## config.mk

```make
export PLATFORM = sky130hd
export DESIGN_NAME = puf_response_uart
export DESIGN_NICKNAME = d
export VERILOG_FILES = /design/src/rtl/puf_pkg.sv /design/src/rtl/uart_tx_byte.sv /design/src/rtl/puf_response_uart.sv
export SDC_FILE = /design/constraint.sdc
export NUM_CORES = 1
export LEC_CHECK = 0
export ABC_AREA = 1
export CORE_MARGIN = 3
export CORE_UTILIZATION = 53
export DETAILED_ROUTE_END_ITERATION = 10
export PLACE_DENSITY = 0.79
export SETUP_SLACK_MARGIN = 0.1
export SLEW_MARGIN = 20
export SYNTH_ARGS = -nofsm -noshare
export SYNTH_HDL_FRONTEND = slang
export SYNTH_SLANG_ARGS = --single-unit
```

## constraint.sdc

```tcl
create_clock -name clk -period 1.7 [get_ports clk]
set_clock_uncertainty 0.05 [all_clocks]
set_input_delay 0.17 -clock clk [delete_from_list [all_inputs] [get_ports clk]]
set_output_delay 0.17 -clock clk [all_outputs]
set_load 0.005 [all_outputs]
```

## src/rtl/puf_pkg.sv

```systemverilog
// ---------------------------------------------------------------------------
// puf_pkg
// Shared definitions for the PUF response UART reporter: the controller state
// encoding and the fixed byte values that appear on the serial line.
// ---------------------------------------------------------------------------
package puf_pkg;

    typedef enum logic [2:0] {
        ST_IDLE      = 3'd0,
        ST_ARM       = 3'd1,
        ST_SEND_HDR  = 3'd2,
        ST_SEND_CHAL = 3'd3,
        ST_SEND_RESP = 3'd4,
        ST_ACK       = 3'd5,
        ST_WAIT_LOW  = 3'd6
    } state_t;

    // Frame header for a normal evaluation and for a timed-out evaluation.
    localparam logic [7:0] HDR_OK       = 8'hA5;
    localparam logic [7:0] HDR_ERR      = 8'h5A;
    // Response byte substituted when the PUF never reports done.
    localparam logic [7:0] RESP_TIMEOUT = 8'hEE;

endpackage

```

## src/rtl/uart_tx_byte.sv

```systemverilog
// ---------------------------------------------------------------------------
// uart_tx_byte
// 8N1 serialiser: start bit (0), 8 data bits LSB first, stop bit (1), each
// held for CLKS_PER_BIT clocks.
//
// Ports
//   clk    : clock, rising edge
//   rst_n  : asynchronous active-low reset (line returns to idle high)
//   start  : load data and begin a byte; accepted whenever busy is low
//   data   : byte to send
//   busy   : byte in flight; drops during the last clock of the stop bit so a
//            following byte can start with no idle gap
//   tx     : serial line, idle high
// ---------------------------------------------------------------------------
module uart_tx_byte #(
    parameter int CLKS_PER_BIT = 1250
) (
    input  logic       clk,
    input  logic       rst_n,
    input  logic       start,
    input  logic [7:0] data,
    output logic       busy,
    output logic       tx
);

    localparam int CNT_W = (CLKS_PER_BIT > 1) ? $clog2(CLKS_PER_BIT) : 1;
    localparam logic [CNT_W-1:0] CNT_LAST = CNT_W'(CLKS_PER_BIT - 1);

    logic             active;
    logic [CNT_W-1:0] clk_cnt;
    logic [3:0]       bit_idx;   // 0 = start, 1..8 = data, 9 = stop
    logic [7:0]       shift;
    logic             tx_reg;
    logic             last_cycle;

    assign last_cycle = active && (bit_idx == 4'd9) && (clk_cnt == CNT_LAST);
    assign busy       = active && !last_cycle;
    assign tx         = tx_reg;

    always_ff @(posedge clk or negedge rst_n) begin
        if (!rst_n) begin
            active  <= 1'b0;
            clk_cnt <= '0;
            bit_idx <= 4'd0;
            shift   <= 8'h00;
            tx_reg  <= 1'b1;
        end else if (start && !busy) begin
            active  <= 1'b1;
            clk_cnt <= '0;
            bit_idx <= 4'd0;
            shift   <= data;
            tx_reg  <= 1'b0;
        end else if (active) begin
            if (clk_cnt == CNT_LAST) begin
                clk_cnt <= '0;
                if (bit_idx == 4'd9) begin
                    active  <= 1'b0;
                    bit_idx <= 4'd0;
                end else begin
                    bit_idx <= bit_idx + 4'd1;
                    // Leaving bit k: next is data bit k (k<8) or the stop bit.
                    tx_reg  <= (bit_idx == 4'd8) ? 1'b1 : shift[bit_idx[2:0]];
                end
            end else begin
                clk_cnt <= clk_cnt + 1'b1;
            end
        end
    end

endmodule

```

## src/rtl/puf_response_uart.sv

```systemverilog
// ---------------------------------------------------------------------------
// puf_response_uart
// Arms a PUF, waits (with timeout) for its evaluation, then reports a 3-byte
// frame {header, challenge, response} over UART and strobes computer_ack to
// reset the PUF before the next evaluation.
//
// Ports
//   clk          : clock, rising edge
//   rst_n        : asynchronous active-low reset
//   run          : level request; each IDLE pass with run high starts a frame
//   challenge    : challenge applied to the PUF (asynchronous, synchronised)
//   response     : PUF response bits (asynchronous, synchronised)
//   done         : PUF evaluation complete (asynchronous, synchronised)
//   puf_enable   : high while armed (ARM state)
//   computer_ack : PUF reset/acknowledge strobe (ACK and WAIT_LOW)
//   tx           : UART line, idle high
//   busy         : high whenever the controller is not idle
//   sample_count : completed frames, wraps 255 -> 0
// ---------------------------------------------------------------------------
module puf_response_uart
    import puf_pkg::*;
#(
    parameter int CLKS_PER_BIT = 1250,
    parameter int ACK_CYCLES   = 4,
    parameter int TIMEOUT      = 65535
) (
    input  logic       clk,
    input  logic       rst_n,
    input  logic       run,
    input  logic [7:0] challenge,
    input  logic [7:0] response,
    input  logic       done,
    output logic       puf_enable,
    output logic       computer_ack,
    output logic       tx,
    output logic       busy,
    output logic [7:0] sample_count
);

    localparam int TO_W  = (TIMEOUT > 1) ? $clog2(TIMEOUT) : 1;
    localparam int ACK_W = (ACK_CYCLES > 1) ? $clog2(ACK_CYCLES) : 1;
    localparam logic [TO_W-1:0]  TO_LAST  = TO_W'(TIMEOUT - 1);
    localparam logic [ACK_W-1:0] ACK_LAST = ACK_W'(ACK_CYCLES - 1);

    state_t state, state_next;

    // Two-flop synchronisers for the PUF-side signals.
    logic       done_meta, done_sync;
    logic [7:0] chal_meta, chal_sync;
    logic [7:0] resp_meta, resp_sync;

    logic [TO_W-1:0]  to_cnt;
    logic [ACK_W-1:0] ack_cnt;
    logic [7:0]       chal_reg;
    logic [7:0]       resp_reg;
    logic             err_reg;    // current frame was produced by timeout
    logic [7:0]       count_reg;

    logic       tx_start;
    logic [7:0] tx_data;
    logic       tx_busy;

    logic arm_done, arm_timeout;
    assign arm_done    = done_sync;
    assign arm_timeout = !done_sync && (to_cnt == TO_LAST);

    uart_tx_byte #(
        .CLKS_PER_BIT (CLKS_PER_BIT)
    ) u_tx (
        .clk   (clk),
        .rst_n (rst_n),
        .start (tx_start),
        .data  (tx_data),
        .busy  (tx_busy),
        .tx    (tx)
    );

    always_ff @(posedge clk or negedge rst_n) begin
        if (!rst_n) begin
            state     <= ST_IDLE;
            done_meta <= 1'b0;
            done_sync <= 1'b0;
            chal_meta <= 8'h00;
            chal_sync <= 8'h00;
            resp_meta <= 8'h00;
            resp_sync <= 8'h00;
            to_cnt    <= '0;
            ack_cnt   <= '0;
            chal_reg  <= 8'h00;
            resp_reg  <= 8'h00;
            err_reg   <= 1'b0;
            count_reg <= 8'h00;
        end else begin
            state     <= state_next;
            done_meta <= done;
            done_sync <= done_meta;
            chal_meta <= challenge;
            chal_sync <= chal_meta;
            resp_meta <= response;
            resp_sync <= resp_meta;

            case (state)
                ST_IDLE: begin
                    to_cnt  <= '0;
                    ack_cnt <= '0;
                end
                ST_ARM: begin
                    if (arm_done) begin
                        chal_reg <= chal_sync;
                        resp_reg <= resp_sync;
                        err_reg  <= 1'b0;
                    end else if (arm_timeout) begin
                        chal_reg <= chal_sync;
                        resp_reg <= RESP_TIMEOUT;
                        err_reg  <= 1'b1;
                    end else begin
                        to_cnt <= to_cnt + 1'b1;
                    end
                end
                ST_SEND_RESP: begin
                    if (!tx_busy) begin
                        count_reg <= count_reg + 8'd1;
                        ack_cnt   <= '0;
                    end
                end
                ST_ACK: begin
                    ack_cnt <= ack_cnt + 1'b1;
                end
                default: ;
            endcase
        end
    end

    // Each byte is launched on the same edge that enters its SEND state, so
    // the serialiser is already busy on the first cycle of that state.
    always_comb begin
        state_next = state;
        tx_start   = 1'b0;
        tx_data    = 8'h00;
        case (state)
            ST_IDLE: begin
                if (run) state_next = ST_ARM;
            end
            ST_ARM: begin
                if (arm_done) begin
                    tx_start   = 1'b1;
                    tx_data    = HDR_OK;
                    state_next = ST_SEND_HDR;
                end else if (arm_timeout) begin
                    tx_start   = 1'b1;
                    tx_data    = HDR_ERR;
                    state_next = ST_SEND_HDR;
                end
            end
            ST_SEND_HDR: begin
                if (!tx_busy) begin
                    tx_start   = 1'b1;
                    tx_data    = chal_reg;
                    state_next = ST_SEND_CHAL;
                end
            end
            ST_SEND_CHAL: begin
                if (!tx_busy) begin
                    tx_start   = 1'b1;
                    tx_data    = resp_reg;
                    state_next = ST_SEND_RESP;
                end
            end
            ST_SEND_RESP: begin
                if (!tx_busy) state_next = ST_ACK;
            end
            ST_ACK: begin
                // A timed-out PUF never raised done, so there is nothing to wait for.
                if (ack_cnt == ACK_LAST) state_next = err_reg ? ST_IDLE : ST_WAIT_LOW;
            end
            ST_WAIT_LOW: begin
                if (!done_sync) state_next = ST_IDLE;
            end
            default: state_next = ST_IDLE;
        endcase
    end

    assign puf_enable   = (state == ST_ARM);
    assign computer_ack = (state == ST_ACK) || (state == ST_WAIT_LOW);
    assign busy         = (state != ST_IDLE);
    assign sample_count = count_reg;

endmodule

```

======== After elaboration in Yosys (flattened, before gate mapping) ========
Cells that the tools add are included.
cells by class
  eq/ne operators ......................... 21
  bitwise gates (word level) .............. 1
  muxes and demuxes ....................... 48
  $lt $le $gt $ge ......................... 1
  reduce and logical (&&, ||, !) cells .... 24
  $add $sub $neg .......................... 5
operators with widths
  cell                     count
  $mux W8                  7
  $mux W11                 3
  $mux W16                 2
  $pmux W16 S2             1
  $mux W3                  9
  $pmux W8 S3              1
  $pmux W3 S7              1
  $ne A2 B2 Y1 const B     9
  $add A16 B1 Y16 const B  1
  $eq A16 B16 Y1 const B   1
  $mux W4                  4
  $mux W1                  15
  $add A11 B1 Y11 const B  1
  $eq A11 B11 Y1 const B   1
  $eq A3 B3 Y1 const B     3
  $add A8 B1 Y8 const B    1
  $eq A4 B4 Y1 const B     2
  $reduce_and A2 Y1        4
  $reduce_bool A2 Y1       4
  $mux W7                  1
  $reduce_and A7 Y1        1
  $eq A3 B2 Y1 const B     2
  $pmux W2 S3              1
  $reduce_and A3 Y1        2
  other kinds (16)         23
storage, ports and cells
  input bits .............................. 20
  bits in registers ....................... 105
  logic and storage cells ................. 118
  output and inout bits ................... 12

======== Longest topological paths before layout ========
  word-level depth ........................ 10
  depth in mapped cells ................... 11
  gate-level depth less buffers ........... 11

======== Cells and area by module ========
Synthesis repeated with hierarchy kept, for this count alone.
unflattened totals
  cells, all modules ...................... 566
  area total of the unflattened synthesis .. 4941.0 um2
by module, submodules not included
  module             cells an instance  instances  area each (um2)
  puf_response_uart  383                1          3505.9
  uart_tx_byte       183                1          1435.1

======== Worst setup path after synthesis ========
No wires, ideal clock.
  path type ............................... register to register
  from .................................... register u_tx.clk_cnt[1]
  to ...................................... register count_reg[2] (netlist: sample_count[2])
  data required time ...................... 1.524 ns
  path buffers ............................ 1
  clock period less this slack ............ 1.724 ns
  cell stages (with the launch flop) ...... 10
  setup slack ............................. -0.024 ns
  arrival ................................. 1.547 ns
  path through ............................ dfrtp_1 inv_1 ha_1 nand2_1 nor2_1 nand3_4 o21bai_4 buf_6 nand3_1 xnor2_1
between the ends
  cells in the longest elaborated chain, start to end .. 6
RTL lines
  what                         RTL line                  RTL
  start, declared              uart_tx_byte.sv:30        logic [CNT_W-1:0] clk_cnt;
  start signal, assigned       uart_tx_byte.sv:65        clk_cnt <= clk_cnt + 1'b1;
  $eq A11 B11 Y1               uart_tx_byte.sv:36        assign last_cycle = active && (bit_idx == 4'd9) && (clk_cnt == CNT_LAST);
  $logic_and A1 B1 Y1          uart_tx_byte.sv:36
  $logic_not A1 Y1             uart_tx_byte.sv:37        assign busy = active && !last_cycle;
  $logic_and A1 B1 Y1          uart_tx_byte.sv:37
  $not A1 Y1 (no line)         -
  $reduce_and A2 Y1 (no line)  -
  end signal, assigned         puf_response_uart.sv:122  count_reg <= count_reg + 8'd1;
  end, declared                puf_response_uart.sv:57   logic [7:0] count_reg;
Every way passes these cells.
A chain may end at the register's enable or synchronous reset.

======== Final worst setup path ========
  from .................................... register to_cnt[0]
  to ...................................... register to_cnt[14]
between the ends
  cells in the longest elaborated chain, start to end .. 4
  elaborated cells on any way between the ends .. 8
  classes of those cells .................. add/sub (1); eq/ne (2); mux (3); reduce/logical (2)
RTL lines
  what                                                      RTL line                                           RTL
  start, declared                                           puf_response_uart.sv:52                            logic [TO_W-1:0] to_cnt;
  start signal, assigned                                    puf_response_uart.sv:117                           to_cnt <= to_cnt + 1'b1;
  $add A16 B1 Y16 / $eq A16 B16 Y1 (equally long branches)  puf_response_uart.sv:117, puf_response_uart.sv:65
  $mux W16 / $logic_and A1 B1 Y1 (equally long branches)    puf_response_uart.sv:112, puf_response_uart.sv:65
  $mux W16 / $ne A2 B2 Y1 (equally long branches)           -
  $pmux W16 S2 / $reduce_and A3 Y1 (equally long branches)  -
Several ways; a longest one is shown, not always the timed one. The select of a mux whose other input is x is not followed.

==> impl_metrics.env <==
export IMPL_holdCritPathClass="in2reg"
export IMPL_time_the_final_worst_path_needs_with_i_o_delays_and_setup_ns=1.83
export IMPL_die_height_um=101
export IMPL_max_stage_delay_ns=0.41
export IMPL_hold_worst_slack_ns=0.170
export IMPL_yosys_warnings=0
export IMPL_layout_drive_gt1_share=0.328
export IMPL_grt_use_met1=0.285
export IMPL_seqPwrFrac=0.358
export IMPL_type_of_the_worst_setup_path="reg2reg"
export IMPL_syn_to_final_growth_pct=38.1
export IMPL_crit_path_start_kind="register"
export IMPL_top_register="to_cnt"
export IMPL_num_fill_cells=511
export IMPL_cell_chain_critical_path="buf_4 > ha_2 > inv_1 > nor2_1 > nand2_1 > nand2_1 > nand4_1 > o21ai_2"
export IMPL_clock_power_share=0.163
export IMPL_netlist_top_cells_area="sky130_fd_sc_hd__dfrtp_1, sky130_fd_sc_hd__nand2_1, sky130_fd_sc_hd__inv_1, sky130_fd_sc_hd__o21ai_0, sky130_fd_sc_hd__nand3_1"
export IMPL_std_cell_rows=34
export IMPL_report_power_total_mw=9.26
export IMPL_clock_sink_count=105
export IMPL_total_negative_setup_slacks_ns=-1.95
export IMPL_power_leakage_nw=3.14
export IMPL_detailedPlacementHpwl_mm=7.19
export IMPL_worstMarginPinSlew_ns=0.515
export IMPL_power_combinational_fraction=0.480
export IMPL_chip_width_um=101
export IMPL_power_density_mw_per_mm2=1390
export IMPL_synth_most_common_cell="sky130_fd_sc_hd__nand2_1"
export IMPL_routed_via_density=5.75
export IMPL_violations="negative setup slack"
export IMPL_p_int_mw=5.59
export IMPL_grt_busiest_layer="met2"
export IMPL_p_sw_mw=3.67
export IMPL_gr_usage_met2=0.375
export IMPL_grt_max_degree=44
export IMPL_hold_end="resp_meta[3]"
export IMPL_core_mm2=0.00876
export IMPL_number_of_failing_hold_endpoints_at_the_final_stage=0
export IMPL_holdPathStages=1
export IMPL_status="finished, violations left"
export IMPL_drv_cap=0
export IMPL_ctsHtreeMaxLevel=3
export IMPL_netlist_top_cell_by_area="sky130_fd_sc_hd__dfrtp_1"
export IMPL_yosys_most_used_dff="sky130_fd_sc_hd__dfrtp_1"
export IMPL_drc=0
export IMPL_root_buffer="sky130_fd_sc_hd__clkbuf_8"
export IMPL_synth_seq_cells=105
export IMPL_grt_met3_usage=0.0448
export IMPL_route_detailed_wl_per_inst_um=17.1
export IMPL_place_gp_congestion=0.905
export IMPL_hold_start="response[3]"
export IMPL_grt_pass1_vias=4022
export IMPL_r2r_start="to_cnt[0]"
export IMPL_iteration_count_of_the_initial_detailed_routing_pass=5
export IMPL_dpl_cell_area_mm2=0.00556
export IMPL_cpMaxStageDelayCell="sky130_fd_sc_hd__dfrtp_1"
export IMPL_final_setup_violation_count=35
export IMPL_dp_worst_setup_slack_ns=-0.0470
export IMPL_floorplan_initialDensity=0.551
export IMPL_insertedDiodeCount=0
export IMPL_reg_largest_list="to_cnt x16, u_tx.clk_cnt x11"
export IMPL_design_final_nets=679
export IMPL_clk_transition_reported_paths_ns=0.10
export IMPL_async_reset_ff_frac=1.00
export IMPL_worst_slew_margin_relative_to_its_limit=0.657
export IMPL_detail_route_wirelength_mm=13.0
export IMPL_yosys_top_cells_count="sky130_fd_sc_hd__nand2_1, sky130_fd_sc_hd__dfrtp_1, sky130_fd_sc_hd__inv_1"
export IMPL_synth_top_area_frac=0.539
export IMPL_cp_required_ns=1.96
export IMPL_globalRoute_totalOverflow=0
export IMPL_arrival_ns=2.09
export IMPL_rsz_0062_raised_after_global_routing="yes"
export IMPL_buffer_ports_inserted=31
export IMPL_min_period_over_period=1.08
export IMPL_area_of_the_mapped_netlist_mm2=0.00483
export IMPL_synth_fp_nets=569
export IMPL_cts_buffers=9
export IMPL_number_of_enable_type_register_cells_in_the_synthesized_netlist=0
export IMPL_timing_max_transition_violations_final=0
export IMPL_post_route_worst_setup_slack_ns=-0.131
export IMPL_seq_area_frac_synth=0.545
export IMPL_floorplan_io_pins=32
export IMPL_via_count=4387
export IMPL_detailedRoute_firstIterationViolations=429
export IMPL_reg2reg_setup_slack_ns=-0.13
export IMPL_power_switching_share=0.396
export IMPL_worst_r2r_path_depth=8
export IMPL_postRouteAntennaNets=0
export IMPL_peak_ir_drop_on_the_vdd_network_mv=0.834
export IMPL_number_of_flip_flops_under_the_largest_register_name=16
export IMPL_synthCells=540
export IMPL_clock_insertion_delay_at_the_later_pin_of_the_skew_report_ns=0.38
export IMPL_tritoncts="yes"
export IMPL_die_area_mm2=0.0103
export IMPL_initial_antenna_violation_count=0
export IMPL_ctsLongestPathBuffers=2
export IMPL_path_max_fanout=7
export IMPL_critical_path_most_common_cell="sky130_fd_sc_hd__nand2_1"
export IMPL_worstReg2RegEnd="to_cnt[14]"
export IMPL_max_freq_mhz=546
export IMPL_synthesis_area_per_instance_um2=8.94
export IMPL_fin_area_mm2=0.00666
export IMPL_distinct_cell_type_count_of_the_synthesized_netlist=38
export IMPL_grt_pass1_wl_mm=18.2
export IMPL_endpoint_kind="register"
export IMPL_global_route_usage_total=0.221
[what timing repair did]
action | in CTS | in global routing
pin swaps | 15 | 24
buffers inserted | 18 | 20
endpoints found under the hold margin | 33 | 0
resized for setup | 58 | 129
hold buffers | 1 | 0
endpoints found under the setup margin | 51 | 76
cloned | 1 | 5
[cell usage in the layout (no fill, tap or decap), types with 14 or more instances in the layout]
| cell type | count |
|---|---|
| sky130_fd_sc_hd__buf_6 | 14 |
| sky130_fd_sc_hd__nand4_1 | 20 |
| sky130_fd_sc_hd__dfrtp_1 | 98 |
| sky130_fd_sc_hd__o21ai_0 | 16 |
| sky130_fd_sc_hd__nand3_1 | 31 |
| sky130_fd_sc_hd__inv_1 | 63 |
| sky130_fd_sc_hd__buf_4 | 52 |
| sky130_fd_sc_hd__clkdlybuf4s50_1 | 26 |
| sky130_fd_sc_hd__nor2_1 | 19 |
| sky130_fd_sc_hd__nand2_2 | 29 |
| sky130_fd_sc_hd__nand2_1 | 77 |
| sky130_fd_sc_hd__o21ai_1 | 35 |
[final cells by class]
class                           count  area (um2)  share of cell area
Multi-Input combinational cell    347        2260               0.340
Inverter                           76         312              0.0468
Sequential cell                   105        2640               0.396
Clock inverter                      7        63.8             0.00958
Clock buffer                        9         124              0.0186
Timing Repair Buffer              111        1130               0.169
Tap cell                          108         135              0.0203
[power by group through the flow]
| stage | Sequential (mW) | Clock, mW | Combinational (mW) |
|---|---|---|---|
| 2_1_floorplan | 3.25 | 0 | 1.62 |
| 3_3_place_gp | 3.27 | 0 | 2.41 |
| 3_5_place_dp | 3.29 | 0 | 2.52 |
| 4_1_cts | 3.25 | 1.52 | 3.07 |
| 5_1_grt | 3.35 | 1.65 | 4.73 |
| 6_report | 3.31 | 1.51 | 4.44 |
[cells by family (layout without fill, tap and decap cells)]
family                     Yosys count  count (layout)  synth area share
and+or+nand+nor                    229             229             0.220
muxes                                1               1           0.00207
DFF                                105             105             0.545
adders and majority gates            9               9            0.0233
buffers and inverters               88             203            0.0742
AOI/OAI and AO/OA                   93              93             0.108
xor gates and xnor gates            15              15            0.0272
[worst max-delay path, delay by kind of cell, from the launching register on]
family	cells	cell delay, ns
compound gates	1	0.09
buf+inv	2	0.30
simple gates	4	0.66
flops	1	0.41
fa+ha+maj	1	0.26
[per-stage QoR]
stage | util | cells
floorplan | - | 540
global placement | 0.634 | 702
detailed placement | 0.634 | 702
CTS | 0.689 | 738
global route | 0.760 | 763
finish | 0.760 | 763
[worst max path at each step]
| stage | startpoint | end | depth (start not counted) |
|---|---|---|---|
| 6_report | to_cnt[0] | to_cnt[14] | 8 |
| 5_1_grt | to_cnt[0] | u_tx.clk_cnt[3] | 10 |
| 4_1_cts | u_tx.clk_cnt[1] | u_tx.tx | 12 |
| 3_5_place_dp | u_tx.clk_cnt[1] | state[1] | 12 |
| 3_3_place_gp | u_tx.clk_cnt[1] | state[0] | 12 |
| 2_1_floorplan | u_tx.clk_cnt[1] | u_tx.clk_cnt[5] | 10 |
[metal layers]
layer  part of all wire  vias up
li1                   -     1989
met1               0.39     2138
met2               0.52      196
met3              0.051       64
met4              0.042        0
met5                  0        -
(Power assumes the default switching activity.)
